File: config.mk
export PLATFORM = sky130hd
export DESIGN_NAME = pipe_ctrl_flat
export DESIGN_NICKNAME = d
export VERILOG_FILES = /design/src/rtl/pipe_ctrl_if.sv /design/src/rtl/pipe_ctrl.sv /design/src/flat_wrapper.sv
export SDC_FILE = /design/constraint.sdc
export NUM_CORES = 1
export LEC_CHECK = 0
export ABC_AREA = 1
export CAP_MARGIN = 25
export CORE_ASPECT_RATIO = 0.7
export CORE_MARGIN = 1.5
export CORE_UTILIZATION = 29
export CTS_CLUSTER_DIAMETER = 30
export DETAILED_ROUTE_END_ITERATION = 8
export PLACE_DENSITY = 0.69
export SLEW_MARGIN = 0
export SYNTH_ARGS = -nofsm -noshare
export SYNTH_HDL_FRONTEND = slang
export SYNTH_SLANG_ARGS = --single-unit
export TNS_END_PERCENT = 100
File: constraint.sdc
create_clock -name clk -period 1.7 [get_ports clk]
set_input_delay 0.34 -clock clk [delete_from_list [all_inputs] [get_ports clk]]
set_output_delay 0.34 -clock clk [all_outputs]
set_load 0.05 [all_outputs]
File: src/rtl/pipe_ctrl_if.sv
`default_nettype none
// ============================================================================
// Module   : pipe_ctrl_if
// Purpose  : Bundles the hazard inputs and pipeline control outputs exchanged
//            between the MIPS datapath and the pipeline sequencing controller.
// Ports    : id_rs, id_rt, id_uses_rt, id_is_md, id_reads_hilo  (ID stage)
//            ex_rt, ex_memr, branch_taken                        (EX stage)
//            pc_we, ifid_we, ifid_flush, idex_bubble             (pipe ctl)
//            md_start, md_busy, hilo_we                          (MDU ctl)
//            stall_cnt                                           (stats)
// Modports : master - datapath side (drives hazard info, sinks controls)
//            slave  - controller side
// Revision : 1.0  initial release
// ============================================================================
interface pipe_ctrl_if #(
  parameter int REG_W = 5
);
  logic [REG_W-1:0] id_rs;
  logic [REG_W-1:0] id_rt;
  logic             id_uses_rt;
  logic             id_is_md;
  logic             id_reads_hilo;
  logic [REG_W-1:0] ex_rt;
  logic             ex_memr;
  logic             branch_taken;
  logic             pc_we;
  logic             ifid_we;
  logic             ifid_flush;
  logic             idex_bubble;
  logic             md_start;
  logic             md_busy;
  logic             hilo_we;
  logic [31:0]      stall_cnt;

  modport master (
    output id_rs, id_rt, id_uses_rt, id_is_md, id_reads_hilo,
    output ex_rt, ex_memr, branch_taken,
    input  pc_we, ifid_we, ifid_flush, idex_bubble,
    input  md_start, md_busy, hilo_we, stall_cnt
  );

  modport slave (
    input  id_rs, id_rt, id_uses_rt, id_is_md, id_reads_hilo,
    input  ex_rt, ex_memr, branch_taken,
    output pc_we, ifid_we, ifid_flush, idex_bubble,
    output md_start, md_busy, hilo_we, stall_cnt
  );
endinterface
`default_nettype wire

File: src/rtl/pipe_ctrl.sv
`default_nettype none
// ============================================================================
// Module   : pipe_ctrl
// Purpose  : Pipeline sequencing controller for the 5-stage MIPS core:
//            load-use stalling, taken-branch flushing and issue/occupancy
//            sequencing of the shared multi-cycle MDU with HI/LO write-back.
// Ports    : clk    - clock, rising edge
//            rst_n  - asynchronous active-low reset
//            bus    - pipe_ctrl_if.slave (hazard inputs, pipeline controls,
//                     MDU controls, stall counter)
// Params   : MDU_LAT - cycles from md_start to hilo_we (2..15)
//            REG_W   - register specifier width
// Option   : PIPE_CTRL_STALL_CNT_EN - when defined, builds a saturating
//            32-bit stall-cycle counter; otherwise stall_cnt reads 0.
// Revision : 1.0  initial release
// ============================================================================
module pipe_ctrl #(
  parameter int MDU_LAT = 4,
  parameter int REG_W   = 5
) (
  input  wire logic   clk,
  input  wire logic   rst_n,
  pipe_ctrl_if.slave  bus
);

  typedef enum logic [1:0] {
    ST_IDLE = 2'd0,
    ST_BUSY = 2'd1,
    ST_DONE = 2'd2
  } state_t;

  // BUSY lasts MDU_LAT-1 cycles and DONE one more, so hilo_we lands exactly
  // MDU_LAT cycles after the md_start cycle.
  localparam logic [3:0] c_cnt_init = 4'(MDU_LAT - 2);

  state_t     state_q, state_d;
  logic [3:0] cnt_q, cnt_d;
  logic       md_busy_q, md_busy_d;
  logic       hilo_we_q, hilo_we_d;

  logic [REG_W-1:0] w_ex_rt, w_id_rs, w_id_rt;
  logic             w_lu, w_ms, w_md_start;

  assign w_ex_rt = bus.ex_rt;
  assign w_id_rs = bus.id_rs;
  assign w_id_rt = bus.id_rt;

  // Hazard detection. $zero never creates a dependence.
  always_comb begin
    w_lu = bus.ex_memr && (w_ex_rt != '0) &&
           ((w_ex_rt == w_id_rs) || (bus.id_uses_rt && (w_ex_rt == w_id_rt)));
    w_ms = (state_q != ST_IDLE) && (bus.id_is_md || bus.id_reads_hilo);
    // A branch squashes the ID instruction, so it must not launch the MDU.
    w_md_start = rst_n && (state_q == ST_IDLE) && bus.id_is_md &&
                 !bus.branch_taken && !w_lu;
  end

  // Pipeline controls; reset forces the safe "hold + bubble" pattern without
  // waiting for a clock edge.
  always_comb begin
    bus.pc_we       = 1'b1;
    bus.ifid_we     = 1'b1;
    bus.ifid_flush  = 1'b0;
    bus.idex_bubble = 1'b0;
    if (!rst_n) begin
      bus.pc_we       = 1'b0;
      bus.ifid_we     = 1'b0;
      bus.idex_bubble = 1'b1;
    end else if (bus.branch_taken) begin
      bus.ifid_flush  = 1'b1;
      bus.idex_bubble = 1'b1;
    end else if (w_lu || w_ms) begin
      bus.pc_we       = 1'b0;
      bus.ifid_we     = 1'b0;
      bus.idex_bubble = 1'b1;
    end
  end

  assign bus.md_start = w_md_start;
  assign bus.md_busy  = md_busy_q;
  assign bus.hilo_we  = hilo_we_q;

  // MDU occupancy sequencer. A taken branch does not cancel it: the
  // operation in flight is older than the branch.
  always_comb begin
    state_d = state_q;
    cnt_d   = cnt_q;
    case (state_q)
      ST_IDLE: begin
        if (w_md_start) begin
          state_d = ST_BUSY;
          cnt_d   = c_cnt_init;
        end
      end
      ST_BUSY: begin
        if (cnt_q == 4'd0) begin
          state_d = ST_DONE;
        end else begin
          cnt_d = cnt_q - 4'd1;
        end
      end
      ST_DONE: begin
        state_d = ST_IDLE;
      end
      default: begin
        state_d = ST_IDLE;
        cnt_d   = 4'd0;
      end
    endcase
    // Outputs are registered from the next state so they align with it.
    md_busy_d = (state_d != ST_IDLE);
    hilo_we_d = (state_d == ST_DONE);
  end

  always_ff @(posedge clk or negedge rst_n) begin
    if (!rst_n) begin
      state_q   <= ST_IDLE;
      cnt_q     <= 4'd0;
      md_busy_q <= 1'b0;
      hilo_we_q <= 1'b0;
    end else begin
      state_q   <= state_d;
      cnt_q     <= cnt_d;
      md_busy_q <= md_busy_d;
      hilo_we_q <= hilo_we_d;
    end
  end

`ifdef PIPE_CTRL_STALL_CNT_EN
  logic [31:0] stall_cnt_q, stall_cnt_d;
  logic        w_stall;

  // Load-use and MDU-busy stalls in the same cycle count once.
  always_comb begin
    w_stall     = (w_lu || w_ms) && !bus.branch_taken;
    stall_cnt_d = stall_cnt_q;
    if (w_stall && (stall_cnt_q != 32'hFFFF_FFFF)) begin
      stall_cnt_d = stall_cnt_q + 32'd1;
    end
  end

  always_ff @(posedge clk or negedge rst_n) begin
    if (!rst_n) begin
      stall_cnt_q <= 32'd0;
    end else begin
      stall_cnt_q <= stall_cnt_d;
    end
  end

  assign bus.stall_cnt = stall_cnt_q;
`else
  assign bus.stall_cnt = 32'd0;
`endif

endmodule
`default_nettype wire
File: src/flat_wrapper.sv
// flat-port wrapper written by rule: the top's interface ports become plain ports
module pipe_ctrl_flat 
#(
  parameter int MDU_LAT = 4,
  parameter int REG_W   = 5
)
  (clk, rst_n, bus_id_rs, bus_id_rt, bus_id_uses_rt, bus_id_is_md, bus_id_reads_hilo, bus_ex_rt, bus_ex_memr, bus_branch_taken, bus_pc_we, bus_ifid_we, bus_ifid_flush, bus_idex_bubble, bus_md_start, bus_md_busy, bus_hilo_we, bus_stall_cnt);
  pipe_ctrl_if #(.REG_W(REG_W)) bus_i ();
  input  wire logic clk;
  input  wire logic rst_n;
  input wire logic [$bits(bus_i.id_rs)-1:0] bus_id_rs;
  input wire logic [$bits(bus_i.id_rt)-1:0] bus_id_rt;
  input wire logic [$bits(bus_i.id_uses_rt)-1:0] bus_id_uses_rt;
  input wire logic [$bits(bus_i.id_is_md)-1:0] bus_id_is_md;
  input wire logic [$bits(bus_i.id_reads_hilo)-1:0] bus_id_reads_hilo;
  input wire logic [$bits(bus_i.ex_rt)-1:0] bus_ex_rt;
  input wire logic [$bits(bus_i.ex_memr)-1:0] bus_ex_memr;
  input wire logic [$bits(bus_i.branch_taken)-1:0] bus_branch_taken;
  output wire logic [$bits(bus_i.pc_we)-1:0] bus_pc_we;
  output wire logic [$bits(bus_i.ifid_we)-1:0] bus_ifid_we;
  output wire logic [$bits(bus_i.ifid_flush)-1:0] bus_ifid_flush;
  output wire logic [$bits(bus_i.idex_bubble)-1:0] bus_idex_bubble;
  output wire logic [$bits(bus_i.md_start)-1:0] bus_md_start;
  output wire logic [$bits(bus_i.md_busy)-1:0] bus_md_busy;
  output wire logic [$bits(bus_i.hilo_we)-1:0] bus_hilo_we;
  output wire logic [$bits(bus_i.stall_cnt)-1:0] bus_stall_cnt;
  assign bus_i.id_rs = bus_id_rs;
  assign bus_i.id_rt = bus_id_rt;
  assign bus_i.id_uses_rt = bus_id_uses_rt;
  assign bus_i.id_is_md = bus_id_is_md;
  assign bus_i.id_reads_hilo = bus_id_reads_hilo;
  assign bus_i.ex_rt = bus_ex_rt;
  assign bus_i.ex_memr = bus_ex_memr;
  assign bus_i.branch_taken = bus_branch_taken;
  assign bus_pc_we = bus_i.pc_we;
  assign bus_ifid_we = bus_i.ifid_we;
  assign bus_ifid_flush = bus_i.ifid_flush;
  assign bus_idex_bubble = bus_i.idex_bubble;
  assign bus_md_start = bus_i.md_start;
  assign bus_md_busy = bus_i.md_busy;
  assign bus_hilo_we = bus_i.hilo_we;
  assign bus_stall_cnt = bus_i.stall_cnt;
  pipe_ctrl #(.MDU_LAT(MDU_LAT), .REG_W(REG_W)) u_core (.clk(clk), .rst_n(rst_n), .bus(bus_i));
endmodule
==> flow_metrics.env <==
export IMPL_p_per_area_mw_per_mm2=1110
export IMPL_worstHoldPathType="in -> async"
export IMPL_grt_remaining_overflow=0
export IMPL_gp_congestion=0.782
export IMPL_fin_skew_ns=0.00509
export IMPL_ant_nets=0
export IMPL_crit_buf_inv=4
export IMPL_cts_hold_buffers=0
export IMPL_routed_wl_mm=1.83
export IMPL_insertion_delay_ns=0.23
export IMPL_p_leak_nw=0.752
export IMPL_end_kind="output port"
export IMPL_outcome="finished clean"
export IMPL_core_area_sq_mm=0.00290
export IMPL_ys_types=19
export IMPL_power_switching_uw=669
export IMPL_dp_hpwl_mm=1.57
export IMPL_period_share_pct=97.6
export IMPL_drive_above_1_share_pct=27.9
export IMPL_path_max_fanout=2
export IMPL_remaining_drc_errors=0
export IMPL_io_pins=61
export IMPL_critPathMaxStageDelay_ns=0.42
export IMPL_fmax_mhz=603
export IMPL_nFillCells=308
export IMPL_maxSlewViolCount=0
export IMPL_grt_pass1_wl_mm=3.05
export IMPL_vdd_drop_max_v=0.000319
export IMPL_cts_buffers_inserted=3
export IMPL_layout_nets=205
export IMPL_yosysSeqAreaShare_pct=21.7
export IMPL_area_growth_pct=33.2
export IMPL_port_buffer_count=28
export IMPL_setup_tns_ns=0
export IMPL_grt_pass1_vias=713
export IMPL_path_delay_family="buffers and inverters"
export IMPL_antennaDiodeCount=0
export IMPL_fin_util_pct=42.2
export IMPL_hold_viol=0
export IMPL_dr_pass1_iters=4
export IMPL_yosysWarningCount=0
export IMPL_wl_per_cell_um=8.51
export IMPL_ys_ff_latch=8
export IMPL_period_minus_slack_ns=1.66
export IMPL_drtIter0Drc=37
export IMPL_htree_levels=1
export IMPL_clk_pin_slew_ns=0.04
export IMPL_root_buffer="clkbuf_8"
export IMPL_syn_inst=145
export IMPL_postSynthAreaPerCell_sq_um=6.35
export IMPL_initial_core_util_pct=31.7
export IMPL_worst_setup_path_type="in -> out"
export IMPL_setup_viol=0
export IMPL_cts_tree="built"
export IMPL_swShare_pct=49.2
export IMPL_arrival_ns=1.32
export IMPL_maxCapViolCount=0
export IMPL_power_frac_seq_pct=21.4
export IMPL_clkPwrFrac_pct=16.8
export IMPL_cp_start_kind="input port"
export IMPL_vias=824
export IMPL_antenna_found_initial=0
export IMPL_viasPerCell=3.83
export IMPL_internal_power_uw=691
export IMPL_die_x_um=70.4
export IMPL_track_usage_pct=11.0
export IMPL_crit_chain="clkdlybuf4s50_1 -> inv_1 -> nand3_2 -> nor2_2 -> nand2_4 -> inv_2 -> buf_12"
export IMPL_clk_path_buf_depth=2
export IMPL_netlist_area_sq_um=921
export IMPL_combPwrFrac_pct=61.8
export IMPL_crit_required_ns=1.36
export IMPL_cts_sinks=8
export IMPL_cp_slowest_cell="clkdlybuf4s50_1"
export IMPL_rows=16
export IMPL_die_h_um=50.1
export IMPL_grt_max_degree=9
export IMPL_dieArea_sq_mm=0.00353
export IMPL_rsz0062_at_grt="true"
[area by class of cell]
cell class | instances | area [sq um] | share of cell area (%)
clock buffer | 3 | 41.3 | 3.37
timing repair buffer | 33 | 310 | 25.3
tap | 36 | 45.0 | 3.67
inverter | 25 | 96.3 | 7.86
sequential | 8 | 200 | 16.3
multi-input combinational | 110 | 533 | 43.5
[worst paths after layout]
kind / from / end / slack, ns / cells past startpoint
max: bus_branch_taken / bus_md_start / 0.04 / 7
min: rst_n / u_core.cnt_q[3] / 0.34 / 3
min in group clk: u_core.cnt_q[1] / u_core.cnt_q[1] / 0.50 / 2
max reg2reg: u_core.state_q[1] / u_core.cnt_q[0] / 0.35 / 8
max in group asynchronous: rst_n / u_core.cnt_q[0] / 1.23 / 3
min reg2reg: u_core.cnt_q[1] / u_core.cnt_q[1] / 0.50 / 2
[tightest hold or removal path, stage by stage]
cell and delay, ns:
dlygate4sd2_1 0.25, buf_4 0.15, buf_4 0.17
[flip-flops by register name, indices dropped and copies added, names as in the netlist]
| signal | count |
|---|---|
| u_core.bus.md_busy | 1 |
| u_core.state_q | 2 |
| u_core.bus.hilo_we | 1 |
| u_core.cnt_q | 4 |
[power groups by stage]
stage	clock network, mW	logic (mW)	registers, mW
floorplan	0	0.575	0.346
global placement	0	0.802	0.290
detailed placement	0	0.806	0.292
CTS	0.235	0.822	0.291
global route	0.255	0.917	0.299
finish	0.229	0.841	0.291
[kinds of logic after synthesis]
logic type               share of synthesized area [%]
AO/OA/AOI/OAI                                     2.31
XOR/XNOR                                          1.90
adder cells (fa/ha/maj)                           2.72
buffers and inverters                             37.1
flip-flops                                        21.7
other                                            0.407
AND/OR/NAND/NOR                                   33.8
[cells in the final DEF (no fill, tap or decap)]
master	n
nand3_2	2
inv_2	9
clkdlybuf4s50_1	2
nand4_1	2
clkbuf_2	8
nand2_2	1
o21ai_2	1
ha_1	2
inv_1	15
nor4_1	1
inv_4	1
o21ai_4	1
dlymetal6s2s_1	2
clkdlybuf4s15_1	1
xnor2_1	2
nand3_1	8
conb_1	32
buf_12	5
buf_2	3
buf_6	2
dlygate4sd2_1	2
buf_4	8
a31oi_1	1
dfrtp_1	8
clkbuf_8	3
a21oi_1	1
nor3_1	1
nand2_1	38
nand2_4	4
nor2_1	11
nor2_2	1
or2_4	1
[layer usage]
| metal | up-vias | GRT usage, % | wire, um |
|---|---|---|---|
| met1 | 350 | 14.3 | 870 |
| met5 | - | 0 | 0 |
| met2 | 33 | 17.8 | 836 |
| met3 | 2 | 2.81 | 102 |
| li1 | 439 | - | - |
| met4 | 0 | 3.85 | 21 |
[Yosys cell counts (all sizes together)]
library cell | count | area (sq um)
xnor2 | 2 | 17.5
nor3 | 1 | 5.00
o21ai | 2 | 10.0
nand2 | 43 | 186
nor4 | 1 | 6.26
ha | 2 | 25.0
a21oi | 1 | 5.00
buf | 33 | 248
nand4 | 2 | 12.5
conb | 1 | 3.75
inv | 25 | 93.8
nor2 | 12 | 45.0
a31oi | 1 | 6.26
dfrtp | 8 | 200
or2 | 1 | 6.26
nand3 | 10 | 50.1
[what timing repair did]
item	in CTS	in global routing
endpoints found under the setup margin	4	4
pin swaps	23	15
resized for setup	51	21
buffers inserted	0	1
cloned	0	0
endpoints found under the hold margin	0	0
[per-stage QoR]
| stage | std cells | setup WS, ns | total power [mW] | instance area [sq um] | hold WS (ns) |
|---|---|---|---|---|---|
| finish | 215 | 0.0406 | 1.36 | 1230 | 0.335 |
| global route | 215 | -0.0202 | 1.47 | 1230 | 0.350 |
| CTS | 214 | 0.00408 | 1.35 | 1220 | 0.323 |
| detailed placement | 211 | -0.384 | 1.10 | 1190 | 0.493 |
| global placement | 211 | -0.374 | 1.09 | 1190 | 0.488 |
| floorplan | 176 | 0.00895 | 0.921 | 1040 | 0.0444 |
Power figures use the tool's default switching activity.
